`config.mk`:
```
export PLATFORM = sky130hd
export DESIGN_NAME = ifu_prefetch_flat
export DESIGN_NICKNAME = d
export VERILOG_FILES = /design/src/rtl/ifu_pkg.sv /design/src/rtl/ifu_if.sv /design/src/rtl/ifu_fifo.sv /design/src/rtl/ifu_prefetch.sv /design/src/flat_wrapper.sv
export SDC_FILE = /design/constraint.sdc
export NUM_CORES = 1
export LEC_CHECK = 0
export CAP_MARGIN = 20
export CORE_ASPECT_RATIO = 0.5
export CORE_UTILIZATION = 45
export CTS_BUF_LIST = sky130_fd_sc_hd__clkbuf_8 sky130_fd_sc_hd__clkbuf_16
export DETAILED_ROUTE_END_ITERATION = 8
export PLACE_DENSITY_LB_ADDON = 0.12
export SLEW_MARGIN = 40
export SYNTH_ARGS = -nofsm -noshare
export SYNTH_HDL_FRONTEND = slang
export SYNTH_HIERARCHICAL = 1
export SYNTH_SLANG_ARGS = --single-unit
```
`constraint.sdc`:
```
create_clock -name clk -period 3.5 [get_ports clk]
set_input_delay 1.05 -clock clk [delete_from_list [all_inputs] [get_ports clk]]
set_output_delay 1.05 -clock clk [all_outputs]
set_load 0.02 [all_outputs]
```
`src/rtl/ifu_pkg.sv`:
```
// ifu_pkg: shared encodings and defaults for the instruction fetch unit
package ifu_pkg;
    localparam logic [1:0] PCSEL_NONE   = 2'b00;
    localparam logic [1:0] PCSEL_BRANCH = 2'b01;
    localparam logic [1:0] PCSEL_JUMP   = 2'b10;
    localparam logic [1:0] PCSEL_JR     = 2'b11;
    localparam logic [31:0] DEFAULT_RESET_PC = 32'h0000_3000;
    typedef enum logic [1:0] {RUN, WAIT, DROP} state_t;
endpackage

```
`src/rtl/ifu_if.sv`:
```
// ifu_if: instruction memory read port and decode handshake of the fetch unit
interface ifu_if #(parameter int XLEN = 32, parameter int IM_ADDR_W = 10);
    logic                 imem_req;
    logic [IM_ADDR_W-1:0] imem_addr;
    logic                 imem_rvalid;
    logic [XLEN-1:0]      imem_rdata;
    logic                 instr_valid;
    logic                 instr_ready;
    logic [XLEN-1:0]      instr;
    logic [XLEN-1:0]      instr_pc;
    modport master (output imem_req, imem_addr, instr_valid, instr, instr_pc,
                    input imem_rvalid, imem_rdata, instr_ready);
    modport slave  (input imem_req, imem_addr, instr_valid, instr, instr_pc,
                    output imem_rvalid, imem_rdata, instr_ready);
endinterface

```
`src/rtl/ifu_fifo.sv`:
```
// ifu_fifo: power-of-two synchronous FIFO; flush wins over push
module ifu_fifo #(
    parameter int W = 64,
    parameter int DEPTH = 4,
    localparam int AW = $clog2(DEPTH),
    localparam int CW = $clog2(DEPTH + 1)
) (
    input  logic          clk,
    input  logic          reset,
    input  logic          push,
    input  logic          pop,
    input  logic          flush,
    input  logic [W-1:0]  din,
    output logic [CW-1:0] count,
    output logic [W-1:0]  head
);
    logic [W-1:0]  mem [DEPTH];
    logic [AW-1:0] rd, wr;
    always_ff @(posedge clk or negedge reset) begin
        if (!reset) begin
            rd <= '0;
            wr <= '0;
            count <= '0;
        end else if (flush) begin
            rd <= '0;
            wr <= '0;
            count <= '0;
        end else begin
            if (push) wr <= wr + 1'b1;
            if (pop) rd <= rd + 1'b1;
            count <= count + CW'(push) - CW'(pop);
        end
    end
    always_ff @(posedge clk)
        if (push && !flush) mem[wr] <= din;
    assign head = mem[rd];
endmodule

```
`src/rtl/ifu_prefetch.sv`:
```
// ifu_prefetch: fetch PC owner, single-outstanding imem reader and prefetch queue
// feeding decode; redirects flush the queue and squash the in-flight read.
module ifu_prefetch import ifu_pkg::*; #(
    parameter int XLEN = 32,
    parameter logic [XLEN-1:0] RESET_PC = XLEN'(DEFAULT_RESET_PC),
    parameter int FQ_DEPTH = 4,
    parameter int IM_ADDR_W = 10
) (
    input  logic            clk,
    input  logic            reset,
    input  logic [1:0]      pc_select,
    input  logic            if_branch,
    input  logic [XLEN-1:0] bpc,
    input  logic [XLEN-1:0] jpc,
    input  logic [XLEN-1:0] rdata,
    ifu_if.master           bus
);
    localparam int CW = $clog2(FQ_DEPTH + 1);
    state_t            state;
    logic [XLEN-1:0]   fetch_pc, target;
    logic [CW-1:0]     count;
    logic [2*XLEN-1:0] head;
    logic              redirect, credit, issue, push, pop;
    always_comb begin
        redirect = pc_select != PCSEL_NONE && (pc_select != PCSEL_BRANCH || if_branch);
        target = (pc_select == PCSEL_JR ? rdata : pc_select == PCSEL_JUMP ? jpc : bpc) & ~XLEN'(3);
        // an outstanding read has already reserved one queue slot
        credit = count < (state == RUN ? CW'(FQ_DEPTH) : CW'(FQ_DEPTH - 1));
        issue = reset && !redirect && credit && (state == RUN || (state == WAIT && bus.imem_rvalid));
        push = state == WAIT && bus.imem_rvalid && !redirect;
        pop = bus.instr_valid && bus.instr_ready;
    end
    assign bus.imem_req = issue;
    assign bus.imem_addr = fetch_pc[IM_ADDR_W+1:2];
    assign bus.instr_valid = count != '0;
    assign {bus.instr_pc, bus.instr} = bus.instr_valid ? head : '0;
    always_ff @(posedge clk or negedge reset) begin
        if (!reset) begin
            state <= RUN;
            fetch_pc <= RESET_PC;
        end else begin
            fetch_pc <= redirect ? target : issue ? fetch_pc + XLEN'(4) : fetch_pc;
            if (redirect) state <= (state != RUN && !bus.imem_rvalid) ? DROP : RUN;
            else if (state == RUN) state <= issue ? WAIT : RUN;
            else if (bus.imem_rvalid) state <= issue ? WAIT : RUN;
        end
    end
    // fetch_pc moves only on issue or redirect, so while WAITing it is request PC + 4
    ifu_fifo #(.W(2 * XLEN), .DEPTH(FQ_DEPTH)) u_fifo (
        .clk(clk),
        .reset(reset),
        .push(push),
        .pop(pop),
        .flush(redirect),
        .din({fetch_pc - XLEN'(4), bus.imem_rdata}),
        .count(count),
        .head(head)
    );
endmodule

```
`src/flat_wrapper.sv`:
```
// flat-port wrapper written by rule: the top's interface ports become plain ports
module ifu_prefetch_flat import ifu_pkg::*;
#(
    parameter int XLEN = 32,
    parameter logic [XLEN-1:0] RESET_PC = XLEN'(DEFAULT_RESET_PC),
    parameter int FQ_DEPTH = 4,
    parameter int IM_ADDR_W = 10
)
  (clk, reset, pc_select, if_branch, bpc, jpc, rdata, bus_imem_req, bus_imem_addr, bus_instr_valid, bus_instr, bus_instr_pc, bus_imem_rvalid, bus_imem_rdata, bus_instr_ready);
  ifu_if #(.XLEN(XLEN), .IM_ADDR_W(IM_ADDR_W)) bus_i ();
  input  logic clk;
  input  logic reset;
  input  logic [1:0] pc_select;
  input  logic if_branch;
  input  logic [XLEN-1:0] bpc;
  input  logic [XLEN-1:0] jpc;
  input  logic [XLEN-1:0] rdata;
  output wire logic [$bits(bus_i.imem_req)-1:0] bus_imem_req;
  output wire logic [$bits(bus_i.imem_addr)-1:0] bus_imem_addr;
  output wire logic [$bits(bus_i.instr_valid)-1:0] bus_instr_valid;
  output wire logic [$bits(bus_i.instr)-1:0] bus_instr;
  output wire logic [$bits(bus_i.instr_pc)-1:0] bus_instr_pc;
  input wire logic [$bits(bus_i.imem_rvalid)-1:0] bus_imem_rvalid;
  input wire logic [$bits(bus_i.imem_rdata)-1:0] bus_imem_rdata;
  input wire logic [$bits(bus_i.instr_ready)-1:0] bus_instr_ready;
  assign bus_imem_req = bus_i.imem_req;
  assign bus_imem_addr = bus_i.imem_addr;
  assign bus_instr_valid = bus_i.instr_valid;
  assign bus_instr = bus_i.instr;
  assign bus_instr_pc = bus_i.instr_pc;
  assign bus_i.imem_rvalid = bus_imem_rvalid;
  assign bus_i.imem_rdata = bus_imem_rdata;
  assign bus_i.instr_ready = bus_instr_ready;
  ifu_prefetch #(.XLEN(XLEN), .RESET_PC(RESET_PC), .FQ_DEPTH(FQ_DEPTH), .IM_ADDR_W(IM_ADDR_W)) u_core (.clk(clk), .reset(reset), .pc_select(pc_select), .if_branch(if_branch), .bpc(bpc), .jpc(jpc), .rdata(rdata), .bus(bus_i));
endmodule
```
==> summary.md, run 1 <==
| Metric | Value |
|---|---|
| Status | `finished, final reports clean` |
| CTS tree | `built` |
| NumNets Final | `approximately 1.2k` |
| Seq/Total Area, Yosys | `0.655` |
| Most common cell in the netlist | `edfxtp_1` |
| Synth async-reset ratio | `0.132` |
| Rows | `43` |
| WL final | `between 20 and 30 mm` |
| Crit path max fanout | `23` |
| Layout cells sized above 1 | `0.163` |
| Switching Fraction | `0.295` |
| Clk_lat worst skew | `530 ps` |
| CTS root buffer | `clkbuf_16` |
| Hold-fix buffers at CTS | `0` |
| Reg clk slew, reported paths | `roughly 60 ps` |
| Mapped Area | `roughly 13000 µm²` |
| Net Switching | `2.80 mW` |
| Non-Filler Cell Area, Final | `~17000 µm²` |
| Top cells by area, synth | `edfxtp_1 (58%), mux4_2 (11%), dfrtp_1 (7.0%)` |
| DPL Wire Length | `roughly 20 mm` |
| # IOs | `approximately 210` |
| Primary FF master, synth | `edfxtp_1` |
| Worst Path Required | `about 2500 ps` |
| EDFF count, synth | `roughly 260` |
| Pre-antenna DRT Iters | `5` |
| DR DRC count | `0` |
| Synth top area share | `0.581` |
| Post-Synthesis Cells | `around 830` |
| Sequential power share | `0.431` |
| Worst setup EP type | `primary output` |
| Fmax | `297 MHz` |
| CP Launch Type | `flip-flop` |
| Clk sinks | `~300` |
| Post-DRT Antenna Nets | `0` |
| Distinct cells, synth | `63` |
| Leading area contributor after synthesis | `edfxtp_1` |
| Initial Util | `0.467` |
| Placed cell area | `around 16000 µm²` |
| Clock tree buffer depth | `3` |
| Syn Area/Cell | `approximately 16 µm²` |
| Initial antenna violation count | `0` |
| Die footprint | `30100 µm²` |
| Final setup vio count | `0` |
| Reg2Reg Launch Point | `u_core/fetch_pc[2]$_DFFE_PN0P_` |
| Relative slew slack | `0.500` |
| Yosys reg bits | `just under 300` |
| Fin util | `0.593` |
| Die height | `approximately 120 µm` |
| Internal power | `around 6.7 mW` |
| N_diodes | `0` |
| Number of global-route vias before repair | `8066` |
| Core ar. | `roughly 28000 µm²` |
| Vias | `7782` |
| Unrepaired setup endpoints after global routing | `false` |
| Die X-Extent | `around 240 µm` |
| Max Clock Skew | `13.4 ps` |
| Iteration-0 DRC Markers | `between 500 and 600` |
| Tot GR Track Use | `0.192` |
| Clock power frac | `0.295` |
| Crit. Startpoint | `u_core/u_fifo/rd[0]$_DFFE_PN0P_` |
| Commonest cells in the synthesized netlist | `edfxtp_1 (256), and2_1 (70), mux4_2 (64), dfrtp_1 (37), nand2_1 (34)` |
| Max_cap viols | `0` |
| Crit Path Class | `flip-flop to primary output` |
| WL/cell | `approximately 20 µm` |
| Number of max-slew violations in the final report | `0` |
| Largest net degree at the start of global routing | `67` |
| Hold Crit Start | `u_core/fetch_pc[26]$_DFFE_PN0P_` |
| Global route overflow | `0` |
| Maximum VDD drop | `between 0.3 and 0.4 mV` |
| Worst Max-Slew Pin Slew | `~740 ps` |
| Placer's final routability congestion estimate | `a little over 0.8` |
| Synth warn | `6` |
| H-tree Lvls | `1` |
| Arr. time, crit path | `2310 ps` |
| Pleak | `roughly 6.0 nW` |
| Pwr per Cell Area | `approximately 570 nW/µm²` |
| Area growth, synth to finish | `26.8%` |
| Routed vias/inst | `about 5.3` |
| Setup TNS Final | `0 ps` |
| Final period utilization | `0.961` |
| Final hold violations | `0` |
| IO Port Bufs | `about 200` |
| Logic pwr share | `0.274` |
| First-pass GRT wire length | `around 44 mm` |
| CTS Buf Count | `26` |
| Tmin final | `3360 ps` |
| HP Class | `flip-flop to flip-flop` |
==> critical path, cell delays in order (launching register included) <==
cell	delay (ps)
dfrtp_4	490
buf_12	240
mux4_2	520
and2_1	190
dlygate4sd2_1	330
==> cell families (layout without fill, tap and decap cells) <==
family          count (synthesis)  in the layout  synth area share
buf+inv                        84            317            0.0351
other cells                     1              8          0.000284
xor+xnor                       43             43            0.0295
fa+ha+maj                      10             10            0.0100
compound gates                 75             75            0.0382
simple gates                  228            228            0.0974
mux                            97             97             0.134
flops                         295            295             0.655
==> cell usage in the layout, fill, tap and decap left out, drive strengths merged, types with 28 or more instances in the layout <==
cell,Yosys,final
edfxtp,256,256
clkdlybuf4s50,0,137
and2,71,71
dlygate4sd2,0,64
mux4,64,64
buf,37,51
dfrtp,37,37
nand2,34,34
xor2,31,31
mux2i,31,31
nor2,30,30
clkbuf,30,28
==> final cells by class <==
type                            count  area [µm²]
Inverter                           17        63.8
Tap cell                          382         478
Multi-Input combinational cell    461        4130
Sequential cell                   295        8670
Clock buffer                       28         689
Timing Repair Buffer              252        2590
Clock inverter                     20         153
Fill cell                        2292       11500
==> power groups by stage <==
stage | Combinational (mW) | Sequential [mW] | Clock (mW)
2_1_floorplan | 1.69 | 4.07 | 0
3_3_place_gp | 2.84 | 4.17 | 0
3_5_place_dp | 2.87 | 4.17 | 0
4_1_cts | 2.64 | 4.09 | 2.88
5_1_grt | 2.83 | 4.11 | 3.01
6_report | 2.60 | 4.09 | 2.81
==> through the flow <==
step | setup slack (ps) | instances | total power, mW | hold WS [ps]
finish | 135 | 1455 | 9.50 | 525
global route | 41.4 | 1455 | 9.95 | 543
CTS | 12.0 | 1451 | 9.61 | 534
detailed placement | -309 | 1399 | 7.04 | 519
global placement | -324 | 1399 | 7.01 | 510
floorplan | 22.1 | 840 | 5.76 | 465
==> final timing paths <==
kind	end	slack [ps]	cells past startpoint
worst min register to register	u_core/fetch_pc[26]$_DFFE_PN0P_	530	1
worst max-delay path	bus_instr_pc[14]	140	4
worst min-delay path	u_core/fetch_pc[26]$_DFFE_PN0P_	530	1
worst max register to register	u_core/u_fifo/mem[3][46]$_DFFE_PP_	510	7
max in group asynchronous	u_core/u_fifo/rd[0]$_DFFE_PN0P_	2430	2
min in group asynchronous	u_core/fetch_pc[7]$_DFFE_PN0P_	660	2
==> sequential cells by signal (all words and copies together), names as in the netlist <==
signal / count
u_core/u_fifo/mem: 256
u_core/fetch_pc: 30
u_core/u_fifo/count: 3
u_core/state: 2
u_core/u_fifo/rd: 2
u_core/u_fifo/wr: 2
==> metal layers <==
layer  GRT usage  up-vias  wire length, µm  share of wire
met5           0        -                0              0
met4      0.0387        0              419          0.015
met3      0.0362       33             1250          0.044
li1            -     3639                -              -
met1       0.268     3933            13200           0.46
met2       0.320      177            13500           0.48
==> repair_timing <==
action / in CTS / in global routing
setup endpoints to repair: 65 / 4
resized for setup: 68 / 1
buffers inserted: 4 / 4
Note: power is estimated with default switching activity, not from simulation.
==> run 2, diff against run 1 <==
- SKIP_CTS_REPAIR_TIMING: default -> 1
==> summary.md, run 2 (synthesis results as in run 1) <==
| Metric | Value |
|---|---|
| FF/Latch Area | `8670 µm² (unchanged)` |
| R2R cell count | `8 (was 7)` |
| Fmax | `293 MHz (was 297 MHz)` |
| Initial Util | `0.467 (unchanged)` |
| Post-DRT Antenna Nets | `0 (unchanged)` |
| Worst Max-Slew Pin Slew | `744 ps (was 743 ps)` |
| Max_cap viols | `0 (unchanged)` |
| Cell Count, Final, Fillers Out | `1460 (was 1455)` |
| Pwr per Cell Area | `569 nW/µm² (was 567 nW/µm²)` |
| Worst Path Required | `2450 ps (about the same)` |
| Die footprint | `30100 µm² (unchanged)` |
| Top reg by flops | `u_core/u_fifo/mem (unchanged)` |
| Placer's final routability congestion estimate | `0.823 (unchanged)` |
| Max Used Layer | `met4 (unchanged)` |
| Die X-Extent | `244 µm (unchanged)` |
| Max reg flops | `256 (unchanged)` |
| Unrepaired setup endpoints after global routing | `false (unchanged)` |
| Relative slew slack | `0.500 (about the same)` |
| Vias | `7827 (was 7782)` |
| Die height | `123 µm (unchanged)` |
| M1 WL | `13.1 mm (was 13.2 mm)` |
| Initial antenna violation count | `0 (unchanged)` |
| Crit Path Class | `input port to primary output (was flip-flop to primary output)` |
| Largest net degree at the start of global routing | `67 (unchanged)` |
| CP Launch Type | `input port (was flip-flop)` |
| Clk_lat worst skew | `530 ps (about the same)` |
| N_diodes | `0 (unchanged)` |
| Final hold violations | `0 (unchanged)` |
| Pre-antenna DRT Iters | `5 (unchanged)` |
| Hold path cells | `1 (unchanged)` |
| Iteration-0 DRC Markers | `566 (was 520)` |
| Min Hold Slack | `525 ps (about the same)` |
| Core ar. | `28300 µm² (unchanged)` |
| # IOs | `211 (unchanged)` |
| Final period utilization | `0.975 (was 0.961)` |
| CTS tree | `built (unchanged)` |
| Design Power | `9.70 mW (was 9.50 mW)` |
| Cells after DPL | `1399 (unchanged)` |
| Clk sinks | `295 (unchanged)` |
| Max Clock Skew | `13.4 ps (about the same)` |
| Final setup vio count | `0 (unchanged)` |
| H-tree Lvls | `1 (unchanged)` |
| Maximum VDD drop | `0.329 mV (was 0.332 mV)` |
| Non-Filler Cell Area, Final | `17100 µm² (was 16800 µm²)` |
| Most common cell after layout, fill and taps aside | `edfxtp_1 (unchanged)` |
| Worst setup EP type | `primary output (unchanged)` |
| DR DRC count | `0 (unchanged)` |
| IO Port Bufs | `204 (unchanged)` |
| Clock tree buffer depth | `3 (unchanged)` |
| Routed vias/inst | `5.36 (was 5.35)` |
| Tot GR Track Use | `0.191 (was 0.192)` |
| Layout cells sized above 1 | `0.167 (was 0.163)` |
| WL final | `28.5 mm (was 28.4 mm)` |
| Setup TNS Final | `0 ps (unchanged)` |
| Placed cell area | `15900 µm² (unchanged)` |
| Met3 WL | `1.39 mm (was 1.25 mm)` |
| Status | `finished, final reports clean (unchanged)` |
| Commonest cells after routing, fill and taps aside | `edfxtp_1 (256), clkdlybuf4s50_1 (137), and2_1 (66), dlymetal6s2s_1 (64), mux4_2 (64) (was edfxtp_1 (256), clkdlybuf4s50_1 (137), and2_1 (66), dlygate4sd2_1 (64), mux4_2 (64))` |
| CTS root buffer | `clkbuf_16 (unchanged)` |
| Metal2 WL | `13.6 mm (was 13.5 mm)` |
| First-pass GRT wire length | `43.9 mm (was 44.1 mm)` |
| DPL Wire Length | `19.4 mm (unchanged)` |
| Global route overflow | `0 (unchanged)` |
| HP Class | `flip-flop to flip-flop (unchanged)` |
| Pleak | `6.80 nW (was 5.96 nW)` |
| Number of global-route vias before repair | `8042 (was 8066)` |
| Area of the multi-input gates | `4130 µm² (unchanged)` |
| Number of max-slew violations in the final report | `0 (unchanged)` |
| Crit path max fanout | `3 (was 23)` |
| NumNets Final | `1203 (was 1198)` |
| Tmin final | `3410 ps (was 3360 ps)` |
| Largest regs | `u_core/u_fifo/mem x256, u_core/fetch_pc x30, u_core/u_fifo/count x3 (unchanged)` |
| Reg clk slew, reported paths | `60 ps (about the same)` |
| Arr. time, crit path | `2360 ps (was 2310 ps)` |
| Rows | `43 (unchanged)` |
| WL/cell | `19.6 µm (was 19.5 µm)` |
| CTS Buf Count | `26 (unchanged)` |
| Filler instances | `2250 (was 2292)` |
| Area growth, synth to finish | `29.0% (was 26.8%)` |
[run 2: area by class of cell]
type,instances,area share
clock inverters,20,0.00895
multi-input cells,461,0.242
well taps,382,0.0280
repair buffers,257,0.169
clock buffers,28,0.0404
inverters,17,0.00374
flip-flops and latches,295,0.508
[run 2: power breakdown]
part           switching (mW)  internal, mW
registers               0.143          3.95
clock network            1.24          1.57
logic                    1.43          1.37
[run 2: per-stage QoR]
stage,setup slack [ps],utilization
3_3_place_gp,-324,0.563
4_1_cts,-313,0.593
3_5_place_dp,-309,0.563
6_report,87.3,0.603
2_1_floorplan,22.1,-
5_1_grt,2.44,0.603
[run 2: critical path, stage by stage]
cell	delay [ps]
clkdlybuf4s50_1	440
a211oi_1	250
buf_4	150
o2111ai_1	120
inv_1	120
dlymetal6s2s_1	230
[run 2: per-layer routing]
layer	vias up	track usage
met5	-	0
met4	0	0.0387
met3	35	0.0362
met2	204	0.318
met1	3940	0.266
li1	3648	-
[run 2: final timing paths]
check | start | to | slack, ps
max in group asynchronous | reset | u_core/u_fifo/rd[0]$_DFFE_PN0P_ | 2420
max reg2reg | u_core/fetch_pc[2]$_DFFE_PN0P_ | u_core/u_fifo/mem[0][48]$_DFFE_PP_ | 510
min | u_core/fetch_pc[26]$_DFFE_PN0P_ | u_core/fetch_pc[26]$_DFFE_PN0P_ | 530
min in group asynchronous | reset | u_core/fetch_pc[7]$_DFFE_PN0P_ | 660
min reg2reg | u_core/fetch_pc[26]$_DFFE_PN0P_ | u_core/fetch_pc[26]$_DFFE_PN0P_ | 530
max | if_branch | bus_imem_req | 90
==> run 3, diff against run 2 <==
- CAP_MARGIN: 20 -> default
==> results of run 3 <==
Same layout as run 2: the final DEF is identical, and so are final timing and power.
